--- src/rtl/hdmi_timing_gen_if.sv ---
// Video output bundle of the HDMI timing generator: pattern controls in, pixel/sync stream out.
interface hdmi_timing_gen_if #(
  parameter int unsigned CNT_W = 12
);
  logic [1:0]       mode;
  logic [23:0]      solid_rgb;
  logic [23:0]      data;
  logic             h_sync;
  logic             v_sync;
  logic             data_en;
  logic             clk_out;
  logic [CNT_W-1:0] x;
  logic [CNT_W-1:0] y;
  logic             frame_start;
  logic             line_start;

  modport master (
    input  mode, solid_rgb,
    output data, h_sync, v_sync, data_en, clk_out, x, y, frame_start, line_start
  );

  modport slave (
    output mode, solid_rgb,
    input  data, h_sync, v_sync, data_en, clk_out, x, y, frame_start, line_start
  );
endinterface

--- src/rtl/hdmi_timing_gen.sv ---
// Raster timing generator with built-in test patterns; all outputs except clk_out are
// registered and describe the counter position held just before the clock edge.
module hdmi_timing_gen #(
  parameter int unsigned H_ACTIVE      = 1280,
  parameter int unsigned H_FRONT_PORCH = 110,
  parameter int unsigned H_SYNC        = 40,
  parameter int unsigned H_BACK_PORCH  = 220,
  parameter int unsigned V_ACTIVE      = 720,
  parameter int unsigned V_FRONT_PORCH = 5,
  parameter int unsigned V_SYNC        = 5,
  parameter int unsigned V_BACK_PORCH  = 20,
  parameter bit          HS_POL        = 1'b1,
  parameter bit          VS_POL        = 1'b1,
  parameter int unsigned CNT_W         = 12,
  parameter int unsigned CHK_LOG2      = 5
) (
  input  logic               clk,
  input  logic               rst,
  hdmi_timing_gen_if.master  vid
);
  localparam int unsigned H_TOTAL = H_ACTIVE + H_FRONT_PORCH + H_SYNC + H_BACK_PORCH;
  localparam int unsigned V_TOTAL = V_ACTIVE + V_FRONT_PORCH + V_SYNC + V_BACK_PORCH;
  localparam int unsigned H_START = H_SYNC + H_BACK_PORCH;
  localparam int unsigned V_START = V_SYNC + V_BACK_PORCH;
  localparam int unsigned H_END   = H_START + H_ACTIVE - 1;
  localparam int unsigned V_END   = V_START + V_ACTIVE - 1;
  localparam int unsigned BAR_W   = H_ACTIVE / 8;

  logic [CNT_W-1:0] r_h_cnt, r_v_cnt, r_x, r_y, r_bar_cnt;
  logic [2:0]       r_bar_idx;
  logic [1:0]       r_mode;
  logic [23:0]      r_solid, r_data;
  logic             r_h_sync, r_v_sync, r_data_en, r_frame_start, r_line_start;

  logic             w_h_last, w_v_last, w_h_act, w_v_act, w_de, w_origin, w_bar_first;
  logic [CNT_W-1:0] w_x, w_y, w_bar_cnt;
  logic [2:0]       w_bar_idx;
  logic [23:0]      w_bar_rgb, w_pat;

  // Decode of the current counter position
  always_comb begin
    w_h_last    = (r_h_cnt == CNT_W'(H_TOTAL - 1));
    w_v_last    = (r_v_cnt == CNT_W'(V_TOTAL - 1));
    w_h_act     = (r_h_cnt >= CNT_W'(H_START)) && (r_h_cnt <= CNT_W'(H_END));
    w_v_act     = (r_v_cnt >= CNT_W'(V_START)) && (r_v_cnt <= CNT_W'(V_END));
    w_de        = w_h_act && w_v_act;
    w_x         = w_de ? (r_h_cnt - CNT_W'(H_START)) : '0;
    w_y         = w_de ? (r_v_cnt - CNT_W'(V_START)) : '0;
    w_origin    = (r_h_cnt == '0) && (r_v_cnt == '0);
    w_bar_first = (r_h_cnt == CNT_W'(H_START));
    w_bar_idx   = w_bar_first ? 3'd0 : r_bar_idx;
    w_bar_cnt   = w_bar_first ? '0 : r_bar_cnt;
  end

  // Pattern selection; the bar index is tracked by a pixel counter rather than x / BAR_W
  always_comb begin
    w_bar_rgb = 24'h000000;
    case (w_bar_idx)
      3'd0: w_bar_rgb = 24'hFFFFFF;
      3'd1: w_bar_rgb = 24'hFFFF00;
      3'd2: w_bar_rgb = 24'h00FFFF;
      3'd3: w_bar_rgb = 24'h00FF00;
      3'd4: w_bar_rgb = 24'hFF00FF;
      3'd5: w_bar_rgb = 24'hFF0000;
      3'd6: w_bar_rgb = 24'h0000FF;
      default: w_bar_rgb = 24'h000000;
    endcase
    w_pat = 24'h000000;
    case (r_mode)
      2'd0: w_pat = r_solid;
      2'd1: w_pat = w_bar_rgb;
      2'd2: w_pat = (w_x[CHK_LOG2] ^ w_y[CHK_LOG2]) ? 24'h000000 : 24'hFFFFFF;
      default: w_pat = {w_x[7:0], w_x[7:0], w_x[7:0]};
    endcase
  end

  always_ff @(posedge clk) begin
    if (rst) begin
      r_h_cnt       <= '0;
      r_v_cnt       <= '0;
      r_x           <= '0;
      r_y           <= '0;
      r_bar_cnt     <= '0;
      r_bar_idx     <= 3'd0;
      r_mode        <= 2'd0;
      r_solid       <= 24'h000000;
      r_data        <= 24'h000000;
      r_h_sync      <= ~HS_POL;
      r_v_sync      <= ~VS_POL;
      r_data_en     <= 1'b0;
      r_frame_start <= 1'b0;
      r_line_start  <= 1'b0;
    end else begin
      r_h_cnt <= w_h_last ? '0 : r_h_cnt + CNT_W'(1);
      if (w_h_last) r_v_cnt <= w_v_last ? '0 : r_v_cnt + CNT_W'(1);

      r_h_sync      <= (r_h_cnt < CNT_W'(H_SYNC)) ? HS_POL : ~HS_POL;
      r_v_sync      <= (r_v_cnt < CNT_W'(V_SYNC)) ? VS_POL : ~VS_POL;
      r_data_en     <= w_de;
      r_x           <= w_x;
      r_y           <= w_y;
      r_data        <= w_de ? w_pat : 24'h000000;
      r_frame_start <= w_origin;
      r_line_start  <= (r_h_cnt == '0);

      // Pattern controls only change on frame boundaries
      if (w_origin) begin
        r_mode  <= vid.mode;
        r_solid <= vid.solid_rgb;
      end

      if (w_h_act) begin
        if (w_bar_cnt == CNT_W'(BAR_W - 1)) begin
          r_bar_cnt <= '0;
          r_bar_idx <= (w_bar_idx == 3'd7) ? 3'd7 : w_bar_idx + 3'd1;
        end else begin
          r_bar_cnt <= w_bar_cnt + CNT_W'(1);
          r_bar_idx <= w_bar_idx;
        end
      end
    end
  end

  assign vid.data        = r_data;
  assign vid.h_sync      = r_h_sync;
  assign vid.v_sync      = r_v_sync;
  assign vid.data_en     = r_data_en;
  assign vid.x           = r_x;
  assign vid.y           = r_y;
  assign vid.frame_start = r_frame_start;
  assign vid.line_start  = r_line_start;
  assign vid.clk_out     = ~clk;
endmodule

--- src/flat_wrapper.sv ---
// flat-port wrapper written by rule: the top's interface ports become plain ports
module hdmi_timing_gen_flat 
#(
  parameter int unsigned H_ACTIVE      = 1280,
  parameter int unsigned H_FRONT_PORCH = 110,
  parameter int unsigned H_SYNC        = 40,
  parameter int unsigned H_BACK_PORCH  = 220,
  parameter int unsigned V_ACTIVE      = 720,
  parameter int unsigned V_FRONT_PORCH = 5,
  parameter int unsigned V_SYNC        = 5,
  parameter int unsigned V_BACK_PORCH  = 20,
  parameter bit          HS_POL        = 1'b1,
  parameter bit          VS_POL        = 1'b1,
  parameter int unsigned CNT_W         = 12,
  parameter int unsigned CHK_LOG2      = 5
)
  (clk, rst, vid_mode, vid_solid_rgb, vid_data, vid_h_sync, vid_v_sync, vid_data_en, vid_clk_out, vid_x, vid_y, vid_frame_start, vid_line_start);
  hdmi_timing_gen_if #(.CNT_W(CNT_W)) vid_i ();
  input  logic clk;
  input  logic rst;
  input wire logic [$bits(vid_i.mode)-1:0] vid_mode;
  input wire logic [$bits(vid_i.solid_rgb)-1:0] vid_solid_rgb;
  output wire logic [$bits(vid_i.data)-1:0] vid_data;
  output wire logic [$bits(vid_i.h_sync)-1:0] vid_h_sync;
  output wire logic [$bits(vid_i.v_sync)-1:0] vid_v_sync;
  output wire logic [$bits(vid_i.data_en)-1:0] vid_data_en;
  output wire logic [$bits(vid_i.clk_out)-1:0] vid_clk_out;
  output wire logic [$bits(vid_i.x)-1:0] vid_x;
  output wire logic [$bits(vid_i.y)-1:0] vid_y;
  output wire logic [$bits(vid_i.frame_start)-1:0] vid_frame_start;
  output wire logic [$bits(vid_i.line_start)-1:0] vid_line_start;
  assign vid_i.mode = vid_mode;
  assign vid_i.solid_rgb = vid_solid_rgb;
  assign vid_data = vid_i.data;
  assign vid_h_sync = vid_i.h_sync;
  assign vid_v_sync = vid_i.v_sync;
  assign vid_data_en = vid_i.data_en;
  assign vid_clk_out = vid_i.clk_out;
  assign vid_x = vid_i.x;
  assign vid_y = vid_i.y;
  assign vid_frame_start = vid_i.frame_start;
  assign vid_line_start = vid_i.line_start;
  hdmi_timing_gen #(.H_ACTIVE(H_ACTIVE), .H_FRONT_PORCH(H_FRONT_PORCH), .H_SYNC(H_SYNC), .H_BACK_PORCH(H_BACK_PORCH), .V_ACTIVE(V_ACTIVE), .V_FRONT_PORCH(V_FRONT_PORCH), .V_SYNC(V_SYNC), .V_BACK_PORCH(V_BACK_PORCH), .HS_POL(HS_POL), .VS_POL(VS_POL), .CNT_W(CNT_W), .CHK_LOG2(CHK_LOG2)) u_core (.clk(clk), .rst(rst), .vid(vid_i));
endmodule
--- config.mk ---
export PLATFORM = sky130hd
export DESIGN_NAME = hdmi_timing_gen_flat
export DESIGN_NICKNAME = d
export VERILOG_FILES = /design/src/rtl/hdmi_timing_gen_if.sv /design/src/rtl/hdmi_timing_gen.sv /design/src/flat_wrapper.sv
export SDC_FILE = /design/constraint.sdc
export NUM_CORES = 1
export LEC_CHECK = 0
export CAP_MARGIN = 15
export CORE_MARGIN = 10
export CORE_UTILIZATION = 56
export CTS_BUF_LIST = sky130_fd_sc_hd__clkbuf_8
export CTS_CLUSTER_DIAMETER = 50
export DETAILED_ROUTE_END_ITERATION = 10
export GPL_TIMING_DRIVEN = 0
export PLACE_DENSITY_LB_ADDON = 0.05
export SLEW_MARGIN = 20
export SYNTH_ARGS = -nofsm -noshare
export SYNTH_HDL_FRONTEND = slang
export SYNTH_SLANG_ARGS = --single-unit
--- constraint.sdc ---
create_clock -name clk -period 9.8 [get_ports clk]
set_input_delay 0.98 -clock clk [delete_from_list [all_inputs] [get_ports clk]]
set_output_delay 0.98 -clock clk [all_outputs]
set_load 0.01 [all_outputs]
After elaboration in Yosys (flattened, before gate mapping)
Cells that the tools add are included.

cells by class
  $add $sub $neg = 6
  magnitude comparators = 6
  equality and inequality tests = 13
  muxes and demuxes = 13
  bitwise operators = 3
  reductions and logical operators = 10

operators by type and width
  operator               count
  $pmux 24 s7            1
  $pmux 24 s3            1
  $add 12x1->12 const B  3
  $mux 12                3
  $logic_not 12->1       2
  $mux 24                1
  $eq 12x10->1 const B   1
  $eq 12x11->1 const B   1
  $eq 12x8->1 const B    1
  $eq 12x9->1 const B    1
  $eq 3x3->1 const B     4
  $ge 12x5->1 const B    1
  $ge 12x9->1 const B    1
  $le 12x10->1 const B   1
  $le 12x11->1 const B   1
  $lt 12x3->1 const B    1
  $lt 12x6->1 const B    1
  $sub 12x5->12 const B  1
  $sub 12x9->12 const B  1
  $mux 3                 3
  $mux 8                 1
  $eq 3x2->1 const B     2
  $mux 6                 1
  $logic_and 1x1->1      4
  other kinds (10)       13

storage, ports and cells
  flip-flop bits (word level) = 118
  bits of input ports = 28
  output and inout bits = 54
  logic and storage cells = 67

Depth between registers and ports, before layout
Gate-level depths: netlist of the first run.

  depth after elaboration = 7
  gate-level depth with buffers = 14
  mapped depth without buffers = 11

==> reports/metrics.cfg, run 1 <==
[floorplan]
dieArea_um2=13600
coreArea_um2=9200
ios=82
fp.dieW_um=117
die_y_um=117
start_util_pct=57.1
rows=35

[logic_synthesis]
ys_seq_area_share_pct=45.0
synthesis.area_um2=5250
synth_edf_count=0
yosys_warnings=0
synth_cell_types=54
async_reset_ff_share_pct=0
synth_ff_type=dfxtp_1
synth_area_leader_cell=dfxtp_1
avgSynthCellArea_um2=9.02
netlist_instances=582
synth_top_area_share_pct=45.0
yosys-top-cells-area=dfxtp_1 (45%), nor2_1 (5.9%), mux2i_1 (5.0%), xnor2_1 (4.2%), a41oi_1 (4.0%)
synth.net_count=623
synth-seq-cells=118

[timing]
grt_setup_unrepaired=no
finalHoldViolCount=0
worstMarginPinSlew_ns=1.02
final.setup.tns_ns=0
clock_skew_ns=0.00990
maxSlewViolCount=0
whs_ns=0.477
setup_viol=0
slew_headroom_pct=31.2

[route]
antenna_left=0
totalWireLength_um=13300
wl_per_cell_um=16.5
viasPerCell=5.53
drcViolationCount=0
vias=4460
drt_iter0_markers=200
first_pass_iters=4

[placed_design]
dpl.hpwl_um=9790
io_buffers=81
gp_congestion=0.838
placed_area_um2=6200

[clock_network]
cts_buffers=17
clkLatencyLatePin_ns=0.44
cts-root-buf=clkbuf_8
clk_pin_slew_ns=0.07
htreeDepth=4
cts_setup_buffers=0
clk_path_buf_depth=2
cts_resized=0
cts_tree=done
ctsHoldBuffers=0

[setup_path]
worstSetupPathType=clk2out
critPathMaxFanout=16
cp_data_arrival_time_ns=5.87
required_ns=8.82
cp-end-kind=output port
critPathLaunchType=clock port

[finish]
postLayoutCellArea_um2=6630
drive_above_1_share_pct=7.91
syn2layout_area_growth_pct=26.3
n_antenna_cell=0
final_nets=723
nFillCells=713
fin_util_pct=72.1

[worst_hold_path]
hold_class=reg2reg

[grt]
grt_pass1_vias=4247
grt_overflow=0
grt_start_max_net_pins=17
grt_usage_pct=19.7
grt_pass1_wl_um=21400
antenna_found_initial=0

[outcome]
status=finished clean

[pwr]
powerDensity_nw_per_um2=162
p_total_uw=1070
power.leakage_uw=0.00254
ir_drop_uv=101

[job]
drv_cap=0

==> cell families (layout without fill, tap and decap cells) <==
family	count (synthesis)	after routing	share of synthesized area, %
and+or+nand+nor	251	251	24.3
DFF	118	118	45.0
AOI/OAI and AO/OA	76	76	10.6
buffers and inverters	59	172	5.58
xor gates and xnor gates	39	39	6.51
muxes	26	26	4.96
adders and majority gates	13	13	3.10
==> synth_stat cells (all sizes together) (2+ instances only) <==
master	count
and4	5
xor2	14
a21boi	2
o21a	2
nand4b	2
a41oi	24
a31oi	2
xnor2	25
and2	9
nor3b	2
a211oi	6
or4	4
nor2b	5
clkbuf	26
o21bai	2
nand3b	3
a21oi	16
nand4	7
a22o	2
nor4bb	2
o21ai	11
mux2i	26
nor3	16
nand2	55
ha	13
nand2b	9
dfxtp	118
nor2	82
nor4	11
or3	8
a21o	3
nand3	24
or4b	2
o311ai	2
inv	15
buf	18
==> layout by cell type (no fill, tap or decap), types with 3 or more instances in the layout <==
cell type          n
nor4_1             8
a21o_1             3
clkdlybuf4s50_1   81
and2_1             8
buf_6              3
bufinv_16          3
nor2_1            82
nand2b_1           9
a211oi_1           6
a41oi_1           24
ha_1              13
inv_6              3
xor2_1            14
or3_1              8
xnor2_1           25
clkbuf_8          18
dfxtp_1          118
o21ai_0           10
nand3b_1           3
inv_1             16
mux2i_1           26
clkinv_4           4
or4_1              3
nand3_1           24
nor2b_1            5
nand2_1           55
a21oi_1           16
and4_1             5
nand4_1            7
clkbuf_1          26
buf_2             10
nor3_1            16
==> state kept, by name, indices dropped and copies added (netlist names), 2 cells and up <==
register	cells
u_core.r_mode	2
u_core.r_solid	24
u_core.r_v_cnt	12
u_core.vid.x	12
u_core.vid.y	12
u_core.r_h_cnt	12
u_core.r_bar_cnt	12
u_core.r_bar_idx	3
u_core.vid.data	24
==> worst paths after layout <==
check                      startpoint             endpoint  slack (ns)  cells after the start
hold / removal    u_core.r_bar_cnt[1]  u_core.r_bar_cnt[1]        0.48                      2
hold reg to reg   u_core.r_bar_cnt[1]  u_core.r_bar_cnt[1]        0.48                      2
setup reg to reg    u_core.r_h_cnt[3]  u_core.r_bar_cnt[9]        5.95                     14
setup / recovery                  clk          vid_clk_out        2.95                      4
==> per-stage QoR <==
| stage | setup slack (ns) | instances |
|---|---|---|
| 3_3_place_gp | 3.38 | 774 |
| 3_5_place_dp | 3.38 | 774 |
| 6_report | 2.95 | 806 |
| 2_1_floorplan | 3.85 | 582 |
| 5_1_grt | 2.90 | 806 |
| 4_1_cts | 2.93 | 806 |
==> layer usage <==
layer	routed length, um	global-route usage [%]	vias to the layer above
met5	0	0	-
met4	167	6.75	0
met3	918	5.25	16
met2	6420	32.4	135
met1	5830	24.6	2085
li1	-	-	2224
==> worst max-delay path: stages <==
cell and delay [ns]:
clkbuf_8 0.20, clkbuf_8 0.19, inv_1 0.05, clkdlybuf4s50_1 0.53
==> power breakdown <==
| part | switching [uW] | leakage [uW] | internal (uW) | total (uW) |
|---|---|---|---|---|
| registers | 9.24 | 0.000958 | 492 | 502 |
| logic | 46.8 | 0.00136 | 42.8 | 89.6 |
| clock network | 215 | 0.000221 | 268 | 484 |
| total | 272 | 0.00254 | 803 | 1070 |
==> cell type report <==
type | count | area (um2) | area share, %
inverters | 14 | 52.6 | 0.793
flip-flops and latches | 118 | 2360 | 35.6
repair buffers | 80 | 801 | 12.1
clock inverters | 15 | 179 | 2.70
multi-input cells | 405 | 2600 | 39.2
clock buffers | 19 | 258 | 3.89
plain buffers | 44 | 236 | 3.57
well taps | 111 | 139 | 2.10
Power figures use the tool's default switching activity.
==> run 2: changes to the inputs <==
- CORE_UTILIZATION: 56 -> 50
- clock period: 9.8 -> 5.9 ns (I/O delays scaled with it)
==> run 2 against run 1 <==
Against the previous run:
- total power up 65%
- largest power group unchanged
- critical endpoint unchanged
- clock power up 63%
- global-route usage down 1.1 points
- first-iteration DRC count up 37%
- largest cell class unchanged
- final cell count up 3.1%
- highest routed layer unchanged
- routed wire length up 2.9%
==> reports/metrics.cfg, run 2 (synthesis results as in run 1) <==
[route]
first_pass_iters=4  ; unchanged
vias=4488  ; was 4460
totalWireLength_um=13700  ; was 13300 um
drcViolationCount=0  ; unchanged
drt_iter0_markers=274  ; was 200
viasPerCell=5.40  ; was 5.53
wl_per_cell_um=16.5  ; about the same
antenna_left=0  ; unchanged

[placed_design]
gp_congestion=0.802  ; was 0.838
dpl.hpwl_um=10300  ; was 9790 um
io_buffers=81  ; unchanged

[finish]
drive_above_1_share_pct=7.91  ; unchanged
final_nets=723  ; unchanged
n_antenna_cell=0  ; unchanged
syn2layout_area_growth_pct=26.7  ; was 26.3%
layout_commonest_cell=dfxtp_1  ; unchanged
layout_common_cells=dfxtp_1 (118), nor2_1 (82), clkdlybuf4s50_1 (81), nand2_1 (55)  ; unchanged

[floorplan]
coreArea_um2=10300  ; was 9200 um2
rows=37  ; was 35
fp.dieW_um=122  ; was 117 um
die_y_um=122  ; was 117 um
ios=82  ; unchanged
start_util_pct=51.1  ; was 57.1%
dieArea_um2=15000  ; was 13600 um2

[pwr]
ir_drop_uv=187  ; was 101 uV
clkPwrFrac_pct=44.5  ; was 45.0%
switchingPower_uw=435  ; was 272 uW
p_comb_share_pct=8.5  ; was 8.3%
power.leakage_uw=0.00253  ; was 0.00254 uW
power_frac_seq_pct=47.0  ; was 46.7%
p_int_uw=1340  ; was 803 uW
p_total_uw=1770  ; was 1070 uW
powerDensity_nw_per_um2=267  ; was 162 nW/um2
swShare_pct=24.5  ; was 25.3%

[setup_path]
required_ns=5.31  ; was 8.82 ns
critPathMaxFanout=16  ; unchanged
cpMostUsedCell=clkbuf_8  ; unchanged
rr_endpoint=u_core.r_bar_cnt[9]  ; unchanged
worst-path-buf-inv=4  ; unchanged
worst-path-stages=4  ; unchanged
critPathTopFamily=buffers and inverters  ; unchanged
crit_chain=clkbuf_8, clkbuf_8, inv_1, clkdlybuf4s50_1  ; unchanged
slowest_stage=clkdlybuf4s50_1  ; unchanged
cp_data_arrival_time_ns=3.92  ; was 5.87 ns
critPathMaxStageDelay_ns=0.53  ; about the same
critPathLaunchType=clock port  ; unchanged
reg2reg_from=u_core.r_h_cnt[3]  ; unchanged
r2r_cells=14  ; unchanged
r2r_setup_slack_ns=2.08  ; was 5.95 ns
cp-end-kind=output port  ; unchanged
worstSetupPathType=clk2out  ; unchanged

[timing]
grt_setup_unrepaired=no  ; unchanged
setup_viol=0  ; unchanged
maxSlewViolCount=0  ; unchanged
clock_skew_ns=0.0107  ; was 0.00990 ns
final.setup.tns_ns=0  ; unchanged
worstMarginPinSlew_ns=0.805  ; was 1.02 ns
finalHoldViolCount=0  ; unchanged
slew_headroom_pct=45.6  ; was 31.2%

[worst_hold_path]
min_from=u_core.r_solid[19]  ; was u_core.r_bar_cnt[1]
hold_depth=2  ; unchanged
hold_class=reg2reg  ; unchanged
min_to=u_core.r_solid[19]  ; was u_core.r_bar_cnt[1]

[clock_network]
htreeDepth=4  ; unchanged
clk_pin_slew_ns=0.07  ; about the same
clk_path_buf_depth=2  ; unchanged
cts_tree=done  ; unchanged
ctsHoldBuffers=0  ; unchanged
cts_resized=0  ; unchanged
cts_buffers=17  ; unchanged
clkLatencyLatePin_ns=0.44  ; about the same
cts-root-buf=clkbuf_8  ; unchanged
cts_setup_buffers=0  ; unchanged

[grt]
grt_pass1_wl_um=22100  ; was 21400 um
grt_usage_pct=18.6  ; was 19.7%
antenna_found_initial=0  ; unchanged
grt_overflow=0  ; unchanged
grt_start_max_net_pins=17  ; unchanged
grt_pass1_vias=4406  ; was 4247

[outcome]
status=finished clean  ; unchanged

[job]
drv_cap=0  ; unchanged

## run 2: through the flow
step | instance area [um2] | worst slack, ns | utilization [%] | cells | hold slack (ns)
2_1_floorplan | 5250 | 2.29 | - | 582 | 0.449
3_3_place_gp | 6230 | 1.82 | 60.6 | 799 | 0.465
3_5_place_dp | 6230 | 1.82 | 60.6 | 799 | 0.481
4_1_cts | 6650 | 1.36 | 64.7 | 831 | 0.490
5_1_grt | 6650 | 1.31 | 64.7 | 831 | 0.529
6_report | 6650 | 1.39 | 64.7 | 831 | 0.496
## run 2: final cells by class
cell class | instances | area [um2]
plain buffers | 44 | 236
clock buffers | 20 | 272
clock inverters | 14 | 158
fillers | 920 | 3630
inverters | 14 | 52.6
multi-input cells | 405 | 2600
flip-flops and latches | 118 | 2360
well taps | 136 | 170
repair buffers | 80 | 801
## run 2: how the worst max path moves through the flow
stage | startpoint | endpoint | slack (ns)
2_1_floorplan | clk | vid_clk_out | 2.29
3_3_place_gp | clk | vid_clk_out | 1.82
3_5_place_dp | clk | vid_clk_out | 1.82
4_1_cts | clk | vid_clk_out | 1.36
5_1_grt | clk | vid_clk_out | 1.31
6_report | clk | vid_clk_out | 1.39
## run 2: power by group through the flow
| stage | Combinational, uW | Sequential [uW] | Clock (uW) |
|---|---|---|---|
| 5_1_grt | 164 | 835 | 849 |
| 3_3_place_gp | 146 | 850 | 19.6 |
| 6_report | 150 | 833 | 790 |
| 4_1_cts | 151 | 833 | 800 |
| 3_5_place_dp | 149 | 851 | 19.6 |
| 2_1_floorplan | 100 | 848 | 6.66 |
## run 2: routing by layer
metal,global-route usage (%),wire [um]
met1,21.9,6000
met2,31.4,6810
met3,6.24,732
met4,6.04,179
met5,0,0
## run 2: tightest hold or removal path: stages, from the launching register on
cell	delay [ns]
dfxtp_1	0.33
mux2i_1	0.07
nor2_1	0.07
